## config.mk

```make
export PLATFORM = sky130hd
export DESIGN_NAME = vec_add_seq_flat
export DESIGN_NICKNAME = d
export VERILOG_FILES = /design/src/rtl/vec_add_seq_if.sv /design/src/rtl/vec_add_seq.sv /design/src/flat_wrapper.sv
export SDC_FILE = /design/constraint.sdc
export NUM_CORES = 1
export LEC_CHECK = 0
export ABC_AREA = 1
export BUFFER_PORTS_ARGS = -buffer_cell sky130_fd_sc_hd__clkbuf_2
export CORE_ASPECT_RATIO = 1.4
export CORE_MARGIN = 4
export CORE_UTILIZATION = 30
export CTS_CLUSTER_SIZE = 24
export DETAILED_ROUTE_END_ITERATION = 16
export PLACE_DENSITY = 0.54
export SKIP_CTS_REPAIR_TIMING = 1
export SYNTH_ARGS = -nofsm -noshare
export SYNTH_HDL_FRONTEND = slang
export SYNTH_SLANG_ARGS = --single-unit
```

## constraint.sdc

```tcl
create_clock -name clk -period 3.2 [get_ports clk]
set_input_delay 0.16 -clock clk [delete_from_list [all_inputs] [get_ports clk]]
set_output_delay 0.16 -clock clk [all_outputs]
set_load 0.02 [all_outputs]
```

## src/rtl/vec_add_seq_if.sv

```systemverilog
// Bus bundle for vec_add_seq: job control/status, operand read ports and
// result write port. The slave side is the adder; the master side is the host.
interface vec_add_seq_if #(
   parameter int DATA_W = 16,
   parameter int ADDR_W = 10,
   parameter int LEN_W  = 11
);
   // job control
   logic              start;
   logic              abort;
   logic [ADDR_W-1:0] src_a_base;
   logic [ADDR_W-1:0] src_b_base;
   logic [ADDR_W-1:0] dst_base;
   logic [LEN_W-1:0]  len;

   // operand reads (data returns one cycle after rd_en)
   logic              rd_en;
   logic [ADDR_W-1:0] rd_addr_a;
   logic [ADDR_W-1:0] rd_addr_b;
   logic [DATA_W-1:0] rd_data_a;
   logic [DATA_W-1:0] rd_data_b;

   // result writes
   logic              wr_en;
   logic [ADDR_W-1:0] wr_addr;
   logic [DATA_W-1:0] wr_data;

   // status
   logic              busy;
   logic              done;
   logic [LEN_W-1:0]  sat_cnt;

   modport slave (
      input  start, abort, src_a_base, src_b_base, dst_base, len,
      input  rd_data_a, rd_data_b,
      output rd_en, rd_addr_a, rd_addr_b,
      output wr_en, wr_addr, wr_data,
      output busy, done, sat_cnt
   );

   modport master (
      output start, abort, src_a_base, src_b_base, dst_base, len,
      output rd_data_a, rd_data_b,
      input  rd_en, rd_addr_a, rd_addr_b,
      input  wr_en, wr_addr, wr_data,
      input  busy, done, sat_cnt
   );
endinterface

```

## src/rtl/vec_add_seq.sv

```systemverilog
// Streaming saturating vector adder: reads A[i] and B[i] from two scratchpad
// ports and writes sat(A[i]+B[i]) to dst+i, one element per cycle.
// Pipeline: cycle t rd_en/addr, t+1 read data + valid, t+2 wr_en/wr_data.
module vec_add_seq #(
   parameter int DATA_W = 16,
   parameter int ADDR_W = 10,
   parameter int LEN_W  = 11
) (
   input  logic         clk,
   input  logic         rst_n,
   vec_add_seq_if.slave bus
);

   // vld_pipe[0]: read issued, [1]: read data on the bus, [2]: result on wr_*
   localparam int STAGES = 2;

   typedef enum logic [1:0] {IDLE, ISSUE, DRAIN, FIN} state_t;

   // job configuration captured at an accepted start
   typedef struct packed {
      logic [ADDR_W-1:0] src_a;
      logic [ADDR_W-1:0] src_b;
      logic [ADDR_W-1:0] dst;
      logic [LEN_W-1:0]  len;
   } cfg_t;

   state_t            state_q, state_d;
   cfg_t              cfg_q;
   logic [STAGES:0]   vld_pipe;
   logic [LEN_W-1:0]  rd_idx_q, rd_idx_nxt;
   logic [LEN_W-1:0]  wr_idx_q;
   logic [LEN_W-1:0]  sat_cnt_q;
   logic [ADDR_W-1:0] rd_addr_a_q, rd_addr_b_q;
   logic [ADDR_W-1:0] wr_addr_q;
   logic [DATA_W-1:0] wr_data_q;

   logic              kill;       // abort while a job is in flight
   logic              start_any;  // start accepted (any length)
   logic              start_run;  // start accepted with work to do
   logic              last_rd;    // current issue slot is element len-1
   logic              rd_next;    // a read is issued next cycle
   logic              busy_c, done_c;

   logic [DATA_W:0]   sum_full;
   logic              ovf;
   logic [DATA_W-1:0] res;

   assign kill       = bus.abort && (state_q != IDLE);
   assign start_any  = (state_q == IDLE) && bus.start;
   assign start_run  = start_any && (bus.len != '0);
   assign rd_idx_nxt = rd_idx_q + LEN_W'(1);
   assign last_rd    = (rd_idx_q == (cfg_q.len - LEN_W'(1)));

   // Sign-extended sum; overflow when the extension bit and the MSB disagree,
   // which is exactly "equal operand signs, different result sign".
   assign sum_full = {bus.rd_data_a[DATA_W-1], bus.rd_data_a}
                   + {bus.rd_data_b[DATA_W-1], bus.rd_data_b};
   assign ovf      = sum_full[DATA_W] ^ sum_full[DATA_W-1];
   assign res      = !ovf             ? sum_full[DATA_W-1:0] :
                     sum_full[DATA_W] ? {1'b1, {(DATA_W-1){1'b0}}} :
                                        {1'b0, {(DATA_W-1){1'b1}}};

   // FSM state register
   always_ff @(posedge clk or negedge rst_n) begin
      if (!rst_n) state_q <= IDLE;
      else        state_q <= state_d;
   end

   // FSM next state, read-issue decision and status outputs
   always_comb begin
      state_d = state_q;
      rd_next = 1'b0;
      busy_c  = 1'b1;
      done_c  = 1'b0;
      unique case (state_q)
         IDLE: begin
            busy_c = 1'b0;
            if (bus.start) begin
               if (bus.len == '0) begin
                  state_d = FIN;
               end else begin
                  state_d = ISSUE;
                  rd_next = 1'b1;
               end
            end
         end
         ISSUE: begin
            if (bus.abort)    state_d = IDLE;
            else if (last_rd) state_d = DRAIN;
            else              rd_next = 1'b1;
         end
         DRAIN: begin
            // leave once the last element sits in the write stage
            if (bus.abort)                          state_d = IDLE;
            else if (vld_pipe[STAGES-1:0] == '0)    state_d = FIN;
         end
         FIN: begin
            done_c  = 1'b1;
            state_d = IDLE;
         end
         default: state_d = IDLE;
      endcase
   end

   // Latch the job configuration; later input changes do not reach the job
   always_ff @(posedge clk or negedge rst_n) begin
      if (!rst_n)         cfg_q <= '0;
      else if (start_run) cfg_q <= '{src_a: bus.src_a_base, src_b: bus.src_b_base,
                                     dst: bus.dst_base, len: bus.len};
   end

   // Read address generation; addresses hold when no read is issued
   always_ff @(posedge clk or negedge rst_n) begin
      if (!rst_n) begin
         rd_idx_q    <= '0;
         rd_addr_a_q <= '0;
         rd_addr_b_q <= '0;
      end else if (start_run) begin
         rd_idx_q    <= '0;
         rd_addr_a_q <= bus.src_a_base;
         rd_addr_b_q <= bus.src_b_base;
      end else if (rd_next) begin
         rd_idx_q    <= rd_idx_nxt;
         rd_addr_a_q <= cfg_q.src_a + ADDR_W'(rd_idx_nxt);
         rd_addr_b_q <= cfg_q.src_b + ADDR_W'(rd_idx_nxt);
      end
   end

   // Valid shift register; abort flushes every stage
   always_ff @(posedge clk or negedge rst_n) begin
      if (!rst_n)    vld_pipe <= '0;
      else if (kill) vld_pipe <= '0;
      else           vld_pipe <= {vld_pipe[STAGES-1:0], rd_next};
   end

   // Result stage: register the saturated sum with its destination address
   always_ff @(posedge clk or negedge rst_n) begin
      if (!rst_n) begin
         wr_idx_q  <= '0;
         wr_addr_q <= '0;
         wr_data_q <= '0;
      end else if (start_run) begin
         wr_idx_q  <= '0;
      end else if (vld_pipe[1] && !kill) begin
         wr_idx_q  <= wr_idx_q + LEN_W'(1);
         wr_addr_q <= cfg_q.dst + ADDR_W'(wr_idx_q);
         wr_data_q <= res;
      end
   end

   // Saturation counter: cleared per job, sticks at all-ones
   always_ff @(posedge clk or negedge rst_n) begin
      if (!rst_n)
         sat_cnt_q <= '0;
      else if (start_any)
         sat_cnt_q <= '0;
      else if (vld_pipe[1] && !kill && ovf && (sat_cnt_q != '1))
         sat_cnt_q <= sat_cnt_q + LEN_W'(1);
   end

   assign bus.rd_en     = vld_pipe[0];
   assign bus.rd_addr_a = rd_addr_a_q;
   assign bus.rd_addr_b = rd_addr_b_q;
   assign bus.wr_en     = vld_pipe[STAGES];
   assign bus.wr_addr   = wr_addr_q;
   assign bus.wr_data   = wr_data_q;
   assign bus.busy      = busy_c;
   assign bus.done      = done_c;
   assign bus.sat_cnt   = sat_cnt_q;

endmodule

```

## src/flat_wrapper.sv

```systemverilog
// flat-port wrapper written by rule: the top's interface ports become plain ports
module vec_add_seq_flat 
#(
   parameter int DATA_W = 16,
   parameter int ADDR_W = 10,
   parameter int LEN_W  = 11
)
  (clk, rst_n, bus_start, bus_abort, bus_src_a_base, bus_src_b_base, bus_dst_base, bus_len, bus_rd_data_a, bus_rd_data_b, bus_rd_en, bus_rd_addr_a, bus_rd_addr_b, bus_wr_en, bus_wr_addr, bus_wr_data, bus_busy, bus_done, bus_sat_cnt);
  vec_add_seq_if #(.DATA_W(DATA_W), .ADDR_W(ADDR_W), .LEN_W(LEN_W)) bus_i ();
  input  logic clk;
  input  logic rst_n;
  input wire logic [$bits(bus_i.start)-1:0] bus_start;
  input wire logic [$bits(bus_i.abort)-1:0] bus_abort;
  input wire logic [$bits(bus_i.src_a_base)-1:0] bus_src_a_base;
  input wire logic [$bits(bus_i.src_b_base)-1:0] bus_src_b_base;
  input wire logic [$bits(bus_i.dst_base)-1:0] bus_dst_base;
  input wire logic [$bits(bus_i.len)-1:0] bus_len;
  input wire logic [$bits(bus_i.rd_data_a)-1:0] bus_rd_data_a;
  input wire logic [$bits(bus_i.rd_data_b)-1:0] bus_rd_data_b;
  output wire logic [$bits(bus_i.rd_en)-1:0] bus_rd_en;
  output wire logic [$bits(bus_i.rd_addr_a)-1:0] bus_rd_addr_a;
  output wire logic [$bits(bus_i.rd_addr_b)-1:0] bus_rd_addr_b;
  output wire logic [$bits(bus_i.wr_en)-1:0] bus_wr_en;
  output wire logic [$bits(bus_i.wr_addr)-1:0] bus_wr_addr;
  output wire logic [$bits(bus_i.wr_data)-1:0] bus_wr_data;
  output wire logic [$bits(bus_i.busy)-1:0] bus_busy;
  output wire logic [$bits(bus_i.done)-1:0] bus_done;
  output wire logic [$bits(bus_i.sat_cnt)-1:0] bus_sat_cnt;
  assign bus_i.start = bus_start;
  assign bus_i.abort = bus_abort;
  assign bus_i.src_a_base = bus_src_a_base;
  assign bus_i.src_b_base = bus_src_b_base;
  assign bus_i.dst_base = bus_dst_base;
  assign bus_i.len = bus_len;
  assign bus_i.rd_data_a = bus_rd_data_a;
  assign bus_i.rd_data_b = bus_rd_data_b;
  assign bus_rd_en = bus_i.rd_en;
  assign bus_rd_addr_a = bus_i.rd_addr_a;
  assign bus_rd_addr_b = bus_i.rd_addr_b;
  assign bus_wr_en = bus_i.wr_en;
  assign bus_wr_addr = bus_i.wr_addr;
  assign bus_wr_data = bus_i.wr_data;
  assign bus_busy = bus_i.busy;
  assign bus_done = bus_i.done;
  assign bus_sat_cnt = bus_i.sat_cnt;
  vec_add_seq #(.DATA_W(DATA_W), .ADDR_W(ADDR_W), .LEN_W(LEN_W)) u_core (.clk(clk), .rst_n(rst_n), .bus(bus_i));
endmodule
```

==> impl_metrics.json, run 1 <==
{
  "max_slew.worst_pin.slew_ns": 0.813,
  "period_minus_slack_ns": 2.65,
  "slowest_stage": "dfrtp_1",
  "syn_to_final_growth_pct": 23.3,
  "grt_max_degree": 97,
  "grt-ovfl-total": 0,
  "viasPerCell": 4.57,
  "max_freq_mhz": 378,
  "place_hpwl_mm": 16.6,
  "drt-pass1-iter-count": 5,
  "syn_area_um2": 8200,
  "synth_top_area_share_pct": 37.9,
  "clock_sinks": 124,
  "final.setup.worst_slack_ns": 0.552,
  "place_inst": 1569,
  "drive_gt1_share_pct": 18.4,
  "die-area_um2": 30100,
  "yosysUniqueCellTypes": 43,
  "rr_endpoint": "u_core.bus.rd_addr_b[5]",
  "hold_viol": 2,
  "io_pins": 138,
  "io_buffers": 137,
  "root_buffer": "clkbuf_16",
  "place.gp.congestion": 0.874,
  "failed_checks": "hold timing",
  "finalNetCount": 1377,
  "power.density_nw_per_um2": 838,
  "design_area_um2": 10100,
  "ys_seq_area_share_pct": 37.9,
  "p_leak_nw": 5.41,
  "path_delay_family": "adder cells",
  "cts_buffers": 17,
  "max_stage_delay_ns": 0.47,
  "hold_ws_ns": -0.00523,
  "synth-edff-count": 0,
  "fin_crit_sh_pct": 82.7,
  "clock_latency_ns": 0.42,
  "rsz0062_at_grt": "false",
  "place_area_um2": 9230,
  "r2r_slack_ns": 0.55,
  "fill_cells": 2847,
  "crit_fanout": 7,
  "pre_cts_ws_ns": 0.558,
  "ant_nets": 0,
  "slew_viol_final": 0,
  "required_ns": 3.51,
  "end_kind": "flop",
  "antenna_found_initial": 0,
  "worstPathArrival_ns": 2.96,
  "final_cell_count_no_fill": 1627,
  "synth_seq_cells": 124,
  "chipWidth_um": 148,
  "ir_worst_vdd_mv": 0.347,
  "vias": 7438,
  "synthFlopType": "dfrtp_1",
  "ys_warn_count": 0,
  "num_antenna_cells": 0,
  "routed_wirelength_mm": 22.4,
  "setup_violations": 0,
  "path_clk_slew_ns": 0.05,
  "cp_num_buf_inv": 1,
  "rows": 71,
  "initial_core_util_pct": 30.5,
  "r2r.worst_path.cells": 14,
  "yosysTopAreaCell": "dfrtp_1",
  "finClkSkew_ns": 0.00812,
  "drc_errors": 0,
  "worstReg2RegStart": "u_core.rd_idx_q[0]",
  "synth.avg_cell_area_um2": 7.50,
  "htreeDepth": 4,
  "wl_per_cell_um": 13.8,
  "critPathKind": "reg2reg",
  "fin_tns_setup_ns": 0,
  "cts_tree": "done",
  "drtIter0Drc": 291,
  "track_usage_pct": 15.2,
  "async_flop_share_pct": 100,
  "maxCapViolCount": 0,
  "synth_common_cells": "nand2_1 (367), dfrtp_1 (124), inv_1 (99)",
  "cpMostUsedCell": "nand2_1",
  "clock_path_buffers": 2,
  "grt_first_pass_wirelength_mm": 37.2,
  "worstHoldStart": "bus_len[0]",
  "min_path_cells": 3,
  "die_h_um": 204,
  "hold_class": "in2reg",
  "yosys-top-cells-area": "dfrtp_1 (38%), nand2_1 (17%), ha_1 (7.2%)",
  "syn_inst": 1093,
  "cp-start-kind": "flop",
  "min_delay_worst_endpoint": "u_core.cfg_q[0]",
  "cp_cell_sequence": "ha_1, nand3_1, xor2_1, inv_1, ha_1, nand2_1, nand2_1, o21bai_1, a21oi_1, nand2_1, nand3_1, o21ai_0, nand2_1, nand2_1",
  "core-area_um2": 26900,
  "grt_pass1_vias": 7513,
  "slew-limit-headroom_pct": 45.8,
  "status": "finished, violations left",
  "synth_most_common_cell": "nand2_1",
  "synth.net_count": 1221
}
## where the power goes
part	total (W)	internal (W)	switching [W]	leakage, nW
Combinational	0.00380	0.00133	0.00248	3.55
Sequential	0.00259	0.00216	0.000432	1.57
Clock	0.00208	0.00137	0.000712	0.299
Total	0.00847	0.00485	0.00362	5.41
## cell usage in the layout, fill, tap and decap left out, types with 3 or more instances in the layout
master         instances
nor2_1                61
o21ai_0               49
a21oi_1               38
fa_1                   4
nand3_2               11
nor4_1                 5
xor2_1                33
nand3_1               91
dfrtp_1              124
or2_2                  8
clkbuf_16             17
nand2_2                7
nand2_1              367
buf_4                  4
xnor2_1               17
nand4_1               20
bufinv_16              4
inv_2                 12
ha_1                  47
inv_1                 99
clkbuf_8               3
nor2_2                 4
a31oi_1                4
clkbuf_2             136
nor3_1                12
o21bai_1               7
a21oi_2               10
dlygate4sd3_1         26
nand2_4                8
nand3b_1               3
clkbuf_1               6
## worst max path at each step
stage | from | endpoint | slack (ns) | cells after the start
global route | u_core.rd_idx_q[4] | u_core.bus.rd_addr_a[9] | 0.04 | 15
global placement | u_core.rd_idx_q[0] | u_core.bus.rd_addr_a[7] | 0.58 | 15
floorplan | u_core.rd_idx_q[4] | u_core.bus.rd_addr_a[9] | 0.84 | 16
detailed placement | u_core.rd_idx_q[4] | u_core.bus.rd_addr_a[9] | 0.56 | 15
finish | u_core.rd_idx_q[0] | u_core.bus.rd_addr_b[5] | 0.55 | 14
CTS | u_core.rd_idx_q[4] | u_core.bus.rd_addr_a[9] | 0.54 | 15
## flip-flops by register name (all words and copies together), names as in the netlist
name,cells
u_core.cfg_q,41
u_core.state_q,2
u_core.bus.rd_addr_a,10
u_core.bus.rd_addr_b,10
u_core.rd_idx_q,11
u_core.bus.wr_data,16
u_core.wr_idx_q,10
u_core.bus.sat_cnt,11
u_core.vld_pipe,3
u_core.bus.wr_addr,10
## area by class of cell
cell class                 count  area (µm²)  area share (%)
clock inverter                 6         133            1.31
clock buffer                  26         489            4.84
multi-input combinational    825        4490            44.4
inverter                     113         429            4.25
tap                          365         457            4.52
timing repair buffer         168        1010            10.0
sequential                   124        3100            30.7
## routing by layer
layer  track usage [%]  routed length (µm)
met5                 0                   0
met4              4.66                 349
met2              27.0               11200
met3              4.00                1130
met1              18.0                9700
## kinds of logic (layout without fill, tap and decap cells)
group                      count (synthesis)  after routing  synth area share, %
and+or+nand+nor                          605            605                 32.9
buffers and inverters                    144            313                 7.46
DFF                                      124            124                 37.9
AOI/OAI and AO/OA                        119            119                 8.32
adders and majority gates                 51             51                 8.15
xor gates and xnor gates                  50             50                 5.34
## stage by stage
stage               hold WS (ns)  power, W  util (%)
CTS                       -0.218   0.00860      36.6
detailed placement         0.236   0.00645      34.3
global route             0.00255   0.00924      37.6
finish                  -0.00523   0.00847      37.6
floorplan                 -0.136   0.00534         -
global placement           0.224   0.00643      34.3
## tightest hold or removal path: stages
cell      delay, ns
clkbuf_2       0.10
nand2_1        0.05
o21ai_0        0.06
Power figures use the tool's default switching activity.
==> run 2: changes to the inputs <==
Settings changed: ABC_AREA 1 to 0, PLACE_DENSITY 0.54 to 0.56.
Clock period 3.2 ns to 2.2 ns, I/O delays scaled along.
==> run 2 against run 1 <==
Against the previous run:
- the flow finishes with violations (hold timing, setup timing)
- utilization rose by 6.9 points
- first-iteration DRC count rose by 33%
- die area fell by 4.3%
- hold slack got worse by 0.0027 ns
- via count rose by 0.54%
- total power rose by 25%
- area after synthesis fell by 4.5%
- register-to-register slack got worse by 0.91 ns
- final cell count fell by 6.0%
- wire length rose by 4.3%
- clock power rose by 38%
- critical path type unchanged
==> impl_metrics.json, run 2 <==
{
  "power_frac_comb_pct": 41.2,
  "finalNetCount": 1326,
  "die-area_um2": 28800,
  "rows": 69,
  "period_minus_slack_ns": 2.56,
  "syn_to_final_growth_pct": 45.3,
  "grt-ovfl-total": 0,
  "synth_seq_cells": 124,
  "worstReg2RegStart": "u_core.cfg_q[1]",
  "failed_checks": "hold timing, setup timing",
  "end_kind": "flop",
  "worstPathArrival_ns": 2.91,
  "ant_nets": 0,
  "p_sw_w": 0.00401,
  "final_cell_mix": "nand2_1 (184), clkbuf_2 (136), buf_4 (133)",
  "yosysUniqueCellTypes": 71,
  "hold_viol": 1,
  "p_int_w": 0.00655,
  "antenna_found_initial": 0,
  "clock_latency_ns": 0.43,
  "drc_errors": 0,
  "clkPwrFrac_pct": 27.2,
  "io_buffers": 137,
  "routed_wirelength_mm": 23.3,
  "synth.avg_cell_area_um2": 8.83,
  "yosys-top-cells-area": "dfrtp_1 (40%), nand2_1 (8.8%), ha_1 (7.5%)",
  "die_h_um": 199,
  "fin_util_pct": 44.5,
  "regMostFlops": "u_core.cfg_q",
  "fin_crit_sh_pct": 116,
  "seq_power_share_pct": 31.6,
  "maxCapViolCount": 0,
  "cp-start-kind": "flop",
  "path_clk_slew_ns": 0.06,
  "max_slew.worst_pin.slew_ns": 0.400,
  "cts_buffers": 17,
  "place_hpwl_mm": 17.2,
  "ys_seq_area_share_pct": 39.7,
  "drive_gt1_share_pct": 32.3,
  "ys_warn_count": 0,
  "wl_per_cell_um": 15.3,
  "fill_cells": 2501,
  "synth_most_common_cell": "nand2_1",
  "num_antenna_cells": 0,
  "hold_class": "in2reg",
  "hold_ws_ns": -0.00789,
  "r2r.worst_path.cells": 12,
  "grt_first_pass_wirelength_mm": 36.3,
  "crit_path_start": "u_core.cfg_q[1]",
  "grt_max_degree": 64,
  "htreeDepth": 4,
  "synth_top_area_share_pct": 39.7,
  "yosysTopAreaCell": "dfrtp_1",
  "final-seq-area_um2": 3110,
  "cts_tree": "done",
  "required_ns": 2.56,
  "grt_pass1_vias": 7283,
  "critPathKind": "reg2reg",
  "clock_sinks": 124,
  "crit_fanout": 8,
  "worstHoldStart": "bus_abort",
  "swShare_pct": 37.9,
  "syn_inst": 886,
  "core-area_um2": 25600,
  "async_flop_share_pct": 100,
  "root_buffer": "clkbuf_16",
  "synthFlopType": "dfrtp_1",
  "io_pins": 138,
  "fin_tns_setup_ns": -8.77,
  "slew-limit-headroom_pct": 73.1,
  "vias": 7478,
  "max_freq_mhz": 391,
  "final_cell_count_no_fill": 1530,
  "track_usage_pct": 15.9,
  "largest_register_ffs": 41,
  "drt-pass1-iter-count": 5,
  "clock_path_buffers": 2,
  "min_path_cells": 4,
  "power.density_nw_per_um2": 929,
  "slew_viol_final": 0,
  "drtIter0Drc": 388,
  "final.setup.worst_slack_ns": -0.358,
  "finClkSkew_ns": 0.00917,
  "layout_commonest_cell": "nand2_1",
  "setup_violations": 32,
  "p_leak_nw": 5.62,
  "synth-edff-count": 0,
  "place.gp.congestion": 0.868,
  "viasPerCell": 4.89,
  "syn_area_um2": 7830,
  "initial_core_util_pct": 30.6,
  "multi_input_area_um2": 4740,
  "chipWidth_um": 144,
  "status": "finished, violations left",
  "place_inst": 1438,
  "synth_common_cells": "nand2_1 (184), dfrtp_1 (124), o21ai_0 (52)",
  "synth.net_count": 1014,
  "ir_worst_vdd_mv": 0.561,
  "rsz0062_at_grt": "true"
}
## run 2: critical path, cell delays in order, from the launching register on
cell,delay (ns)
dfrtp_1,0.39
inv_2,0.09
ha_4,0.15
nor3b_4,0.21
buf_4,0.15
a221o_1,0.13
o311a_1,0.21
and2_4,0.19
o31ai_4,0.08
buf_6,0.14
clkbuf_16,0.16
or4_4,0.48
a21oi_2,0.12
## run 2: power by group through the flow
stage | registers, W | logic [W] | clock network, W
2_1_floorplan | 0.00376 | 0.00197 | 0
3_3_place_gp | 0.00335 | 0.00402 | 0
3_5_place_dp | 0.00335 | 0.00407 | 0
4_1_cts | 0.00331 | 0.00409 | 0.00293
5_1_grt | 0.00342 | 0.00484 | 0.00305
6_report | 0.00334 | 0.00435 | 0.00287
## run 2: cells by family after synthesis
family	Yosys count	share of synthesized area, %
simple gates	344	20.4
compound gates	203	16.5
buf+inv	70	3.84
mux	31	3.98
fa+ha+maj	51	8.54
flops	124	39.7
xor+xnor	63	7.05
## run 2: per-stage QoR
stage               setup WS [ns]  power [W]  cell area (µm²)  hold slack, ns
floorplan                  -0.243    0.00572             7970          -0.186
global placement           -0.342    0.00736             9950          0.0645
detailed placement         -0.388    0.00742             9950          0.0649
CTS                        -0.408     0.0103            10500          -0.394
global route               -0.500     0.0113            11400          0.0162
finish                     -0.358     0.0106            11400        -0.00789
## run 2: layout make-up
| cell class | count | area share (%) |
|---|---|---|
| Clock inverter | 14 | 1.36 |
| Tap cell | 319 | 3.51 |
| Sequential cell | 124 | 27.3 |
| Multi-Input combinational cell | 693 | 41.7 |
| Inverter | 31 | 1.02 |
| Clock buffer | 18 | 3.86 |
| Timing Repair Buffer | 331 | 21.2 |
## run 2: final timing paths
path,to,slack [ns]
max,u_core.rd_idx_q[10],-0.36
min,u_core.state_q[1],-0.008
max reg2reg,u_core.rd_idx_q[10],-0.36
min reg2reg,u_core.cfg_q[19],0.48
max in group asynchronous,u_core.bus.wr_data[3],1.37
min in group asynchronous,u_core.cfg_q[10],0.14
## run 2: layer usage
layer | GRT usage [%] | wire, µm
met1 | 18.9 | 9670
met2 | 28.3 | 12100
met3 | 3.30 | 1030
met4 | 4.98 | 498
met5 | 0 | 0
==> run 3: changes to the inputs <==
Settings changed: CORE_MARGIN 4 to 8, CTS_BUF_LIST set to sky130_fd_sc_hd__clkbuf_8, SKIP_CTS_REPAIR_TIMING 1 to not set.
==> run 3 against run 2 <==
Against the previous run:
- the flow finishes with violations (setup timing)
- sequential power barely moved
- final cell count rose by 1.0%
- register-to-register slack improved by 0.03 ns
- clock power fell by 14%
- maximum frequency rose by 1.1%
- first-iteration DRC count fell by 22%
- worst setup slack improved by 0.027 ns
- flip-flop and latch count did not move
- critical path type unchanged
- largest cell class unchanged
==> impl_metrics.json, run 3 (same netlist as run 2, synthesis figures left out) <==
{
  "status": "finished, violations left",
  "failed_checks": "setup timing",
  "final.setup.worst_slack_ns": -0.331,
  "viasPerCell": 4.88,
  "initial_core_util_pct": 30.2,
  "slew-limit-headroom_pct": 66.5,
  "drtIter0Drc": 304,
  "routed_wirelength_mm": 24.4,
  "slowest_stage": "or4_4",
  "power.density_nw_per_um2": 901,
  "grt_max_degree": 78,
  "rsz0062_at_grt": "true",
  "ir_worst_vdd_mv": 0.553,
  "maxCapViolCount": 0,
  "power_w": 0.0102,
  "p_leak_nw": 5.63,
  "cp-start-kind": "flop",
  "slew_viol_final": 0,
  "max_slew.worst_pin.slew_ns": 0.490,
  "setup_violations": 32,
  "largest_register_ffs": 41,
  "worstHoldStart": "bus_rd_data_a[0]",
  "finClkSkew_ns": 0.0129,
  "worstPathArrival_ns": 2.83,
  "antenna_found_initial": 0,
  "end_kind": "flop",
  "layout_commonest_cell": "nand2_1",
  "multi_input_area_um2": 4730,
  "p_int_w": 0.00636,
  "track_usage_pct": 15.6,
  "syn_to_final_growth_pct": 44.9,
  "die_h_um": 207,
  "place.gp.congestion": 0.880,
  "io_buffers": 137,
  "htreeDepth": 4,
  "vias": 7547,
  "cp_num_buf_inv": 3,
  "critPathKind": "reg2reg",
  "drc_errors": 0,
  "io_pins": 138,
  "place_area_um2": 10000,
  "ant_nets": 0,
  "root_buffer": "clkbuf_8",
  "worstReg2RegStart": "u_core.cfg_q[1]",
  "min_path_cells": 4,
  "design_area_um2": 11300,
  "fill_cells": 2556,
  "p_sw_w": 0.00386,
  "cts_buffers": 17,
  "num_antenna_cells": 0,
  "swShare_pct": 37.8,
  "rows": 70,
  "r2r_slack_ns": -0.33,
  "drive_gt1_share_pct": 33.2,
  "die-area_um2": 31600,
  "fin_crit_sh_pct": 115,
  "hold_viol": 0,
  "rr_endpoint": "u_core.bus.rd_addr_a[7]",
  "min_delay_worst_endpoint": "u_core.bus.wr_data[0]",
  "clock_path_buffers": 2,
  "hold_class": "in2reg",
  "grt-ovfl-total": 0,
  "wl_per_cell_um": 15.8,
  "cp_cell_sequence": "inv_2, ha_4, nor3b_4, nand2_2, or4_4, and2_4, o31ai_4, buf_6, buf_12, mux2i_1, o21ai_1",
  "finalNetCount": 1337,
  "required_ns": 2.50,
  "path_clk_slew_ns": 0.08,
  "place_hpwl_mm": 18.3,
  "final-seq-area_um2": 3100,
  "grt_pass1_vias": 8181,
  "clock_latency_ns": 0.43,
  "clkPwrFrac_pct": 24.2,
  "max_freq_mhz": 395,
  "final_cell_mix": "nand2_1 (183), buf_4 (146), clkbuf_2 (136)",
  "grt_first_pass_wirelength_mm": 40.5,
  "path_delay_family": "simple AND/OR/NAND/NOR gates",
  "drt-pass1-iter-count": 6,
  "chipWidth_um": 152,
  "cts_tree": "done",
  "crit_fanout": 7,
  "period_minus_slack_ns": 2.53,
  "clock_sinks": 124,
  "core-area_um2": 25900,
  "max_stage_delay_ns": 0.43,
  "r2r.worst_path.cells": 11,
  "fin_tns_setup_ns": -8.71,
  "power_frac_comb_pct": 43.4,
  "regMostFlops": "u_core.cfg_q",
  "seq_power_share_pct": 32.5
}
run 3: cell types whose count changed in the layout (fill, tap and decap cells not counted), moves of 3 or more:
cell and delta:
clkbuf_16 -19, nor3_2 +3, clkbuf_8 +17, bufinv_16 +4, buf_4 +13, inv_6 -5
run 3: worst max-delay path by stage:
stage                             from                 endpoint  slack (ns)  cells past startpoint
finish                 u_core.cfg_q[1]  u_core.bus.rd_addr_a[7]       -0.33                     11
global route           u_core.cfg_q[6]       u_core.rd_idx_q[7]       -0.45                     11
global placement      bus_rd_data_b[1]    u_core.bus.sat_cnt[0]       -0.33                      9
detailed placement     u_core.cfg_q[0]  u_core.bus.rd_addr_b[7]       -0.38                     10
CTS                    u_core.cfg_q[0]  u_core.bus.rd_addr_a[7]       -0.31                     11
floorplan           u_core.rd_idx_q[0]  u_core.bus.rd_addr_a[9]       -0.24                     11
run 3: cell type report:
class | instances | area share [%]
multi-input cells | 692 | 41.7
flip-flops and latches | 124 | 27.4
repair buffers | 343 | 22.0
well taps | 324 | 3.57
clock buffers | 18 | 2.18
clock inverters | 14 | 2.13
inverters | 31 | 1.03
run 3: stage by stage:
stage | utilization (%) | std cells | hold slack [ns] | setup WS (ns)
floorplan | - | 886 | -0.186 | -0.243
global placement | 38.6 | 1449 | 0.0658 | -0.335
detailed placement | 38.6 | 1449 | 0.0713 | -0.384
CTS | 43.1 | 1536 | 0.0804 | -0.313
global route | 43.8 | 1546 | 0.129 | -0.448
finish | 43.8 | 1546 | 0.109 | -0.331
run 3: power by group through the flow:
stage	combinational (W)	sequential, W	clock (W)
after floorplan	0.00197	0.00376	0
after global placement	0.00404	0.00335	0
after detailed placement	0.00410	0.00336	0
after CTS	0.00434	0.00332	0.00255
after global routing	0.00491	0.00339	0.00264
final	0.00443	0.00332	0.00247
run 3: repair_timing:
action	in CTS	in global routing
hold buffers	43	0
endpoints found under the hold margin	129	0
gates cloned	2	1
pin swaps	17	27
gates resized for setup	35	28
endpoints found under the setup margin	36	58
setup buffers	12	12
run 3: routing by layer:
metal	global-route usage, %	share of wire (%)	wire length [µm]
met2	29.3	52	12800
met3	3.38	4.7	1140
met4	5.65	2.3	573
met5	0	0	0
met1	16.9	40	9900
run 3: tightest hold or removal path, stage by stage:
cell	delay (ns)
clkbuf_2	0.10
ha_4	0.12
a21oi_1	0.04
o21ai_0	0.14
